[src/rtl/lsu_ctrl.sv]
// lsu_ctrl: load/store sequencer between the execute stage and a handshaked
// data memory. Checks size/alignment, issues one word-aligned memory request
// per op, holds it until acknowledge and returns sign/zero-extended load data.
// Optional macro LSU_TIMEOUT_EN: abort an access after TIMEOUT cycles without
// acknowledge and report a bus-timeout exception (cause 11).
module lsu_ctrl #(
    parameter int TIMEOUT = 16
) (
    input  logic        i_clk,
    input  logic        i_reset,
    input  logic        i_req,
    input  logic        i_we,
    input  logic [2:0]  i_funct3,
    input  logic [31:0] i_addr,
    input  logic [31:0] i_wdata,
    output logic        o_stall,
    output logic [31:0] o_rdata,
    output logic        o_rdata_vld,
    output logic        o_exc,
    output logic [1:0]  o_exc_cause,
    output logic        o_mem_req,
    output logic        o_mem_we,
    output logic [31:0] o_mem_addr,
    output logic [3:0]  o_mem_be,
    output logic [31:0] o_mem_wdata,
    input  logic        i_mem_ack,
    input  logic [31:0] i_mem_rdata
);

    typedef enum logic [1:0] {IDLE, ACCESS, DONE} state_t;

    state_t      state;
    logic        we_q;
    logic [2:0]  f3_q;
    logic [1:0]  lo_q;

    logic        size_ok;
    logic        align_ok;
    logic        legal;
    logic [3:0]  be_next;
    logic [31:0] wdata_next;
    logic [7:0]  ld_byte;
    logic [15:0] ld_half;
    logic [31:0] ld_data;

    if (TIMEOUT < 1) begin : g_timeout_check
        $error("lsu_ctrl: TIMEOUT must be at least 1");
    end

`ifdef LSU_TIMEOUT_EN
    localparam int CW = $clog2(TIMEOUT) + 1;
    logic [CW-1:0] cnt;
`endif

    // Decode legality of the presented op: size first, then alignment
    always_comb begin
        size_ok  = 1'b0;
        align_ok = 1'b1;
        case (i_funct3)
            3'b000, 3'b001, 3'b010: size_ok = 1'b1;
            3'b100, 3'b101:         size_ok = !i_we;
            default:                size_ok = 1'b0;
        endcase
        case (i_funct3[1:0])
            2'b01:   align_ok = !i_addr[0];
            2'b10:   align_ok = (i_addr[1:0] == 2'b00);
            default: align_ok = 1'b1;
        endcase
        legal = size_ok && align_ok;
    end

    // Byte enables and lane-replicated store data for the request
    always_comb begin
        be_next    = 4'b1111;
        wdata_next = i_wdata;
        case (i_funct3[1:0])
            2'b00: begin
                be_next    = 4'b0001 << i_addr[1:0];
                wdata_next = {4{i_wdata[7:0]}};
            end
            2'b01: begin
                be_next    = i_addr[1] ? 4'b1100 : 4'b0011;
                wdata_next = {2{i_wdata[15:0]}};
            end
            default: begin
                be_next    = 4'b1111;
                wdata_next = i_wdata;
            end
        endcase
    end

    // Pick the addressed lane of the returned word and extend it
    always_comb begin
        case (lo_q)
            2'd0:    ld_byte = i_mem_rdata[7:0];
            2'd1:    ld_byte = i_mem_rdata[15:8];
            2'd2:    ld_byte = i_mem_rdata[23:16];
            default: ld_byte = i_mem_rdata[31:24];
        endcase
        ld_half = lo_q[1] ? i_mem_rdata[31:16] : i_mem_rdata[15:0];
        case (f3_q)
            3'b000:  ld_data = {{24{ld_byte[7]}}, ld_byte};
            3'b001:  ld_data = {{16{ld_half[15]}}, ld_half};
            3'b100:  ld_data = {24'd0, ld_byte};
            3'b101:  ld_data = {16'd0, ld_half};
            default: ld_data = i_mem_rdata;
        endcase
    end

    // Pipeline freeze: from a legal request in IDLE through the whole access
    assign o_stall = !i_reset &&
                     (((state == IDLE) && i_req && legal) || (state == ACCESS));

    // Sequencer FSM with registered memory, data and exception outputs
    always_ff @(posedge i_clk) begin
        if (i_reset) begin
            state       <= IDLE;
            we_q        <= 1'b0;
            f3_q        <= 3'd0;
            lo_q        <= 2'd0;
            o_mem_req   <= 1'b0;
            o_mem_we    <= 1'b0;
            o_mem_addr  <= 32'd0;
            o_mem_be    <= 4'd0;
            o_mem_wdata <= 32'd0;
            o_rdata     <= 32'd0;
            o_rdata_vld <= 1'b0;
            o_exc       <= 1'b0;
            o_exc_cause <= 2'd0;
`ifdef LSU_TIMEOUT_EN
            cnt         <= '0;
`endif
        end else begin
            o_exc       <= 1'b0;
            o_rdata_vld <= 1'b0;
            case (state)
                IDLE: begin
                    if (i_req) begin
                        if (!size_ok) begin
                            o_exc       <= 1'b1;
                            o_exc_cause <= 2'b10;
                        end else if (!align_ok) begin
                            o_exc       <= 1'b1;
                            o_exc_cause <= 2'b01;
                        end else begin
                            we_q        <= i_we;
                            f3_q        <= i_funct3;
                            lo_q        <= i_addr[1:0];
                            o_mem_req   <= 1'b1;
                            o_mem_we    <= i_we;
                            o_mem_addr  <= {i_addr[31:2], 2'b00};
                            o_mem_be    <= be_next;
                            o_mem_wdata <= wdata_next;
`ifdef LSU_TIMEOUT_EN
                            cnt         <= '0;
`endif
                            state       <= ACCESS;
                        end
                    end
                end
                ACCESS: begin
                    if (i_mem_ack) begin
                        o_mem_req <= 1'b0;
                        o_mem_we  <= 1'b0;
                        if (!we_q) begin
                            o_rdata     <= ld_data;
                            o_rdata_vld <= 1'b1;
                        end
                        state <= DONE;
                    end
`ifdef LSU_TIMEOUT_EN
                    else if (cnt == CW'(TIMEOUT - 1)) begin
                        o_mem_req   <= 1'b0;
                        o_mem_we    <= 1'b0;
                        o_exc       <= 1'b1;
                        o_exc_cause <= 2'b11;
                        state       <= DONE;
                    end else begin
                        cnt <= cnt + 1'b1;
                    end
`endif
                end
                DONE:    state <= IDLE;
                default: state <= IDLE;
            endcase
        end
    end

endmodule

[config.mk]
export PLATFORM = sky130hd
export DESIGN_NAME = lsu_ctrl
export DESIGN_NICKNAME = d
export VERILOG_FILES = /design/src/rtl/lsu_ctrl.sv
export SDC_FILE = /design/constraint.sdc
export NUM_CORES = 1
export LEC_CHECK = 0
export BUFFER_PORTS_ARGS = -buffer_cell sky130_fd_sc_hd__buf_2
export CORE_UTILIZATION = 44
export CTS_CLUSTER_SIZE = 12
export DETAILED_ROUTE_END_ITERATION = 6
export HOLD_SLACK_MARGIN = 0.15
export PLACE_DENSITY = 0.76
export SYNTH_ARGS = -nofsm -noshare
export SYNTH_HDL_FRONTEND = slang
export SYNTH_SLANG_ARGS = --single-unit
[constraint.sdc]
create_clock -name i_clk -period 1.91 [get_ports i_clk]
set_input_delay 0.382 -clock i_clk [delete_from_list [all_inputs] [get_ports i_clk]]
set_output_delay 0.382 -clock i_clk [all_outputs]
set_load 0.02 [all_outputs]
==> qor.txt, run 1 <==
Switching power: 1579 uW
DR pass1 iterations: 5
Deepest clock path buffer count: 2
Vias: 5545
Mapped Cells: 610
Combinational share of power: 19.2%
Power share of the clock group: 36.9%
Total wire length: 15860 microns
NumNets Final: 913
Slew Limit Fails: 0
Seq/Total Area, Yosys: 43.84%
Top cell type's share of synthesized area: 43.84%
FP Rows: 39
First-pass GRT wire length: 23810 microns
Sequential share of power: 43.9%
DRC violations left: 0
Largest net degree at the start of global routing: 48
M1 wire length: 6072 microns
# IOs: 211
Synth warnings: 0
Place WS: -0.2182 ns
Final-report hold violation count: 0
Worst setup EP type: output pin
Vias in the first global route: 4926
Max-slew headroom: 54.94%
CTS tree: yes
Status: complete, no violations
Share of cells above drive strength 1: 38.35%
Total CTS buffers: 9
Max Freq: 0.5246 GHz
Initial Utilization: 44.99%
Worst hold path type: in2reg
Worst r2r dst: o_rdata[18]
Max-cap violations: 0
Critical Path Source Type: input port
Die footprint: 12060 sq um
Setup Crit Path Kind: in2out
1st-iter DRT viols: 577
PD cells: 827.2 nW/um^2
HP Start: i_addr[25]
Internal: 4129 uW
Cell variety after synth: 46
Tmin final: 1.906 ns
Antenna Cells: 0
WP data arrival: 1.52 ns
Setup-failing EPs final: 0
Synth Register Bits: 112
Top Layer Used: met5
Routed wl met3: 1353 microns
Antenna viol nets, final: 0
Root Buffer: clkbuf_16
Worst-path fanout max: 3
Worst vdd ir: 0.6881 mV
Area contributors post-synth: dfxtp_1 (44%), a21oi_1 (8.0%), nand2_1 (4.9%), o21ai_0 (4.7%), a311oi_1 (4.5%)
RSZ-0062 raised after global routing: yes
Routed wire per std cell: 16.62 microns
Clock sink total: 112
Synthesized area per cell: 8.385 sq um
Synth area leader: dfxtp_1
GRT Util Overall: 25.53%
Total congestion overflow: 0
Hold depth: 3
Worst Reg-to-Reg Cells: 4
Die height: 109.8 microns
Mapped Area: 5115 sq um
Hpwl dp: 11440 microns
Initial antenna violation count: 1
Least-Margin Pin Slew: 0.6745 ns
CP Cell Sequence: buf_12, inv_6, ha_4, nor3b_4, o31a_4, a21oi_4, nor2_4, buf_6
I/O Buffers: 208
Core area: 11370 sq um
WHS Endpoint: o_mem_addr[25]
Met2 wire len: 7927 microns
Setup TNS Final: 0 ns
Reg2Reg Setup Slack: 0.14 ns
Die X: 109.8 microns
Worst-skew pair later-pin latency: 0.35 ns
Switching share of power: 27.66%
P&R area growth vs syn: 34.91%
Clock transition at path regs: 0.07 ns
H-tree level count: 3
Leakage: 0.002870 uW
Hold buffers post-CTS: 0
Vias per inst: 5.812
RePlAce Congestion: 0.8744
Crit-path slowest cell: o31a_4
CP required: 1.53 ns
Reg2reg start: lo_q[1]
Critical Path Max Stage Delay: 0.36 ns
Final period util: 99.80%
Setup Skew: 0.009450 ns
Setup WS post-layout: 0.003862 ns
-- logic make-up after synthesis --
family / synth area share [%]
fa+ha+maj: 0.7339
flops: 43.84
compound gates: 28.33
other cells: 0.07332
buf+inv: 6.580
simple gates: 17.66
mux: 2.789
-- layout make-up --
type | count | area, sq um
Fill cell | 992 | 4469
Sequential cell | 112 | 2242
Inverter | 6 | 40.04
Multi-Input combinational cell | 429 | 2655
Clock inverter | 4 | 75.07
Clock buffer | 12 | 266.5
Timing Repair Buffer | 248 | 1443
Tap cell | 143 | 178.9
-- per-stage QoR --
step           std cells  utilization [%]  total power, uW  cell area [sq um]  hold slack (ns)
3_5_place_dp         933            56.61             3612               6436           0.4484
2_1_floorplan        611                -             3190               5185           0.4620
3_3_place_gp         933            56.61             3579               6436           0.4439
4_1_cts              952            60.33             5737               6859           0.2617
6_report             954            60.69             5708               6900           0.2761
5_1_grt              954            60.69             5935               6900           0.2714
-- synth_stat cells (all sizes together) --
library cell / count
and2b: 1
ha: 3
buf: 35
mux4: 1
nand2: 67
or2b: 1
mux2i: 3
inv: 6
nor4b: 1
a21oi: 83
nor3: 9
o21bai: 1
a221oi: 1
clkbuf: 30
or2: 1
nor2: 37
a311oi: 26
a22oi: 8
or4b: 1
nand3: 44
nor4: 1
o31ai: 1
nor2b: 2
o211ai: 1
a21o: 1
mux2: 8
nand3b: 10
a31oi: 7
a211oi: 28
o21ai: 56
o221a: 7
o31a: 2
nor3b: 2
nand2b: 11
dfxtp: 112
nor4bb: 1
conb: 1
-- metal layers --
| layer | global-route usage [%] | vias up |
|---|---|---|
| met4 | 11.90 | 2 |
| met1 | 30.48 | 2592 |
| met3 | 6.046 | 52 |
| met5 | 0 | - |
| met2 | 43.13 | 303 |
| li1 | - | 2596 |
-- power groups by stage --
stage	logic [uW]	clock network [uW]	registers (uW)
after CTS	1080	2150	2510
after detailed placement	1050	0	2560
after global placement	1020	0	2560
after floorplan	515	0	2680
after global routing	1180	2230	2520
final	1100	2100	2510
-- how the worst max path moves through the flow --
stage	start	to	slack (ns)	cells after the start
after floorplan	i_funct3[1]	o_stall	-0.06	9
after global placement	i_funct3[1]	o_stall	-0.14	8
after detailed placement	i_funct3[0]	o_mem_wdata[16]	-0.22	7
after CTS	i_funct3[1]	o_stall	-0.01	8
after global routing	i_funct3[0]	o_stall	-0.03	8
final	i_funct3[0]	o_stall	0.004	8
-- critical path: cells and delay by family --
family | cells | cell delay [ns]
compound gates | 2 | 0.51
buf+inv | 3 | 0.26
fa+ha+maj | 1 | 0.15
simple gates | 2 | 0.21
-- placed cells by master (no fill, tap or decap), types with 10 or more instances in the layout --
cell type	n
buf_2	204
a211oi_1	18
nand2b_1	11
nor2_1	35
o21ai_0	48
buf_4	36
dfxtp_1	112
nand2_1	67
nand3b_1	10
a311oi_1	26
a21oi_1	80
nand3_1	44
a211oi_2	10
-- sequential cells by signal (all words and copies together), names as in the netlist --
signal / cells
o_mem_addr: 30
o_mem_we: 1
o_exc_cause: 2
o_mem_req: 1
o_mem_be: 4
lo_q: 2
o_rdata: 32
we_q: 1
o_mem_wdata: 32
o_exc: 1
state: 2
o_rdata_vld: 1
f3_q: 3
-- what timing repair did --
action,4_1_cts,5_1_grt
setup buffers,3,1
pin swaps,5,5
endpoints found under the setup margin,1,2
resized for setup,15,5
gates cloned,0,1
(Power assumes the default switching activity.)
==> inputs of run 2 (changes only) <==
- CORE_MARGIN: default -> 5
==> run 2 against run 1 <==
  * Critical path depth unchanged
  * Fmax increased by 1.0%
  * Non-clock buffer count grew 6
  * Clock skew is 0.0039 ns lower
  * Clock-buffer cell count unchanged
  * Largest power group unchanged
  * Final cell count increased by 0.42%
  * Sequential cell count stayed put
  * Global-route usage down 2.0 points
==> qor.txt, run 2 (synthesis results as in run 1) <==
Setup Skew: 0.005504 ns
Die height: 117.8 microns
# IOs: 211
Vias: 5443
Max Freq: 0.5300 GHz
PD cells: 801.1 nW/um^2
WP data arrival: 1.50 ns
First-pass GRT wire length: 27320 microns
Total wire length: 16960 microns
Biggest regs: o_mem_wdata (32), o_rdata (32), o_mem_addr (30)
H-tree level count: 3
Root Buffer: clkbuf_16
Worst hold path type: in2reg
Deepest clock path buffer count: 2
Antenna viol nets, final: 0
Total CTS buffers: 9
Tmin final: 1.887 ns
Routed wire per std cell: 17.70 microns
Most common cell after layout, fill and taps aside: buf_2
FP Rows: 39
Final-report hold violation count: 0
Antenna Cells: 0
NumNets Final: 918
1st-iter DRT viols: 385
Combinational share of power: 20.2%
Internal: 3926 uW
RePlAce Congestion: 0.9261
Core area: 11420 sq um
WHS: 0.2807 ns
Initial antenna violation count: 0
Clock sink total: 112
Total congestion overflow: 0
Setup-failing EPs final: 0
I/O Buffers: 208
Initial Utilization: 44.80%
Setup WS post-layout: 0.02313 ns
Max-cap violations: 0
Worst setup EP type: output pin
Worst-path fanout max: 3
Leakage: 0.002867 uW
Die footprint: 13880 sq um
Setup Crit Path Kind: in2out
P&R area growth vs syn: 34.17%
Share of cells above drive strength 1: 38.53%
Hpwl dp: 12590 microns
CTS tree: yes
Place WS: -0.2637 ns
Vias in the first global route: 5443
Status: complete, no violations
Critical Path Source Type: input port
Largest net degree at the start of global routing: 85
Least-Margin Pin Slew: 0.6646 ns
Worst-skew pair later-pin latency: 0.34 ns
Switching share of power: 28.59%
Commonest non-fill, non-tap cells in the layout: buf_2 (204), dfxtp_1 (111), a21oi_1 (80), nand2_1 (67), o21ai_0 (48)
Switching power: 1572 uW
Worst vdd ir: 0.6900 mV
Slew Limit Fails: 0
Vias per inst: 5.682
DRC violations left: 0
Max-slew headroom: 55.59%
Sequential share of power: 45.6%
Clock transition at path regs: 0.07 ns
Final period util: 98.79%
DR pass1 iterations: 7
Power share of the clock group: 34.2%
GRT Util Overall: 23.50%
Die X: 117.8 microns
Number of fill cells: 1044
CP required: 1.53 ns
-- run 2: cell count changes in the layout (fill, tap and decap cells not counted), moves of 2 or more --
cell      change
buf_4         +7
clkbuf_8      -2
inv_4         +2
buf_12        -2
clkbuf_1      +2
-- run 2: power groups by stage --
stage                     combinational [uW]  clock, uW  sequential (uW)
final                                   1110       1880             2510
after CTS                               1100       1910             2510
after detailed placement                1080          0             2560
after floorplan                          515          0             2680
after global routing                    1200       2020             2520
after global placement                  1050          0             2560
-- run 2: per-stage QoR --
| step | util (%) | setup TNS (ns) | area, sq um | power, uW | cells |
|---|---|---|---|---|---|
| floorplan | - | -0.06229 | 5185 | 3190 | 611 |
| global placement | 56.72 | -7.215 | 6476 | 3601 | 940 |
| detailed placement | 56.72 | -12.61 | 6476 | 3635 | 940 |
| CTS | 59.87 | 0 | 6837 | 5517 | 957 |
| global route | 60.10 | -0.01079 | 6863 | 5746 | 958 |
| finish | 60.10 | 0 | 6863 | 5498 | 958 |
-- run 2: worst max-delay path, stage by stage --
cell and delay [ns]:
buf_6 0.10, inv_4 0.04, ha_4 0.27, inv_4 0.04
o31a_4 0.35, a21oi_4 0.14, nor2_4 0.06, buf_6 0.12
-- run 2: layout make-up --
| class | count | area, sq um | area share, % |
|---|---|---|---|
| Clock buffer | 12 | 246.5 | 3.592 |
| Tap cell | 143 | 178.9 | 2.607 |
| Multi-Input combinational cell | 428 | 2645 | 38.54 |
| Timing Repair Buffer | 254 | 1466 | 21.37 |
| Inverter | 6 | 40.04 | 0.5834 |
| Sequential cell | 112 | 2243 | 32.69 |
| Clock inverter | 3 | 42.54 | 0.6199 |
-- run 2: routing by layer --
metal / share of wire, % / wire length [microns] / up-vias / track usage, %
li1: - / - / 2605 / -
met1: 41 / 6918 / 2589 / 28.89
met4: 2.0 / 340 / 0 / 6.738
met2: 50 / 8409 / 221 / 40.45
met3: 7.6 / 1289 / 28 / 6.103
met5: 0 / 0 / - / 0
-- run 2: worst paths after layout --
check	endpoint	from	slack, ns	cells past startpoint
worst max-delay path	o_stall	i_funct3[0]	0.02	8
worst min register to register	o_mem_req	o_mem_req	0.46	2
worst min-delay path	o_mem_addr[5]	i_addr[5]	0.28	3
worst max register to register	o_mem_wdata[29]	state[0]	0.12	5
-- run 2: timing repair --
| action | 4_1_cts | 5_1_grt |
|---|---|---|
| hold buffers | 0 | 0 |
| endpoints found under the setup margin | 1 | 2 |
| pin swaps | 5 | 5 |
| buffers inserted | 2 | 1 |
| gates resized for setup | 14 | 5 |
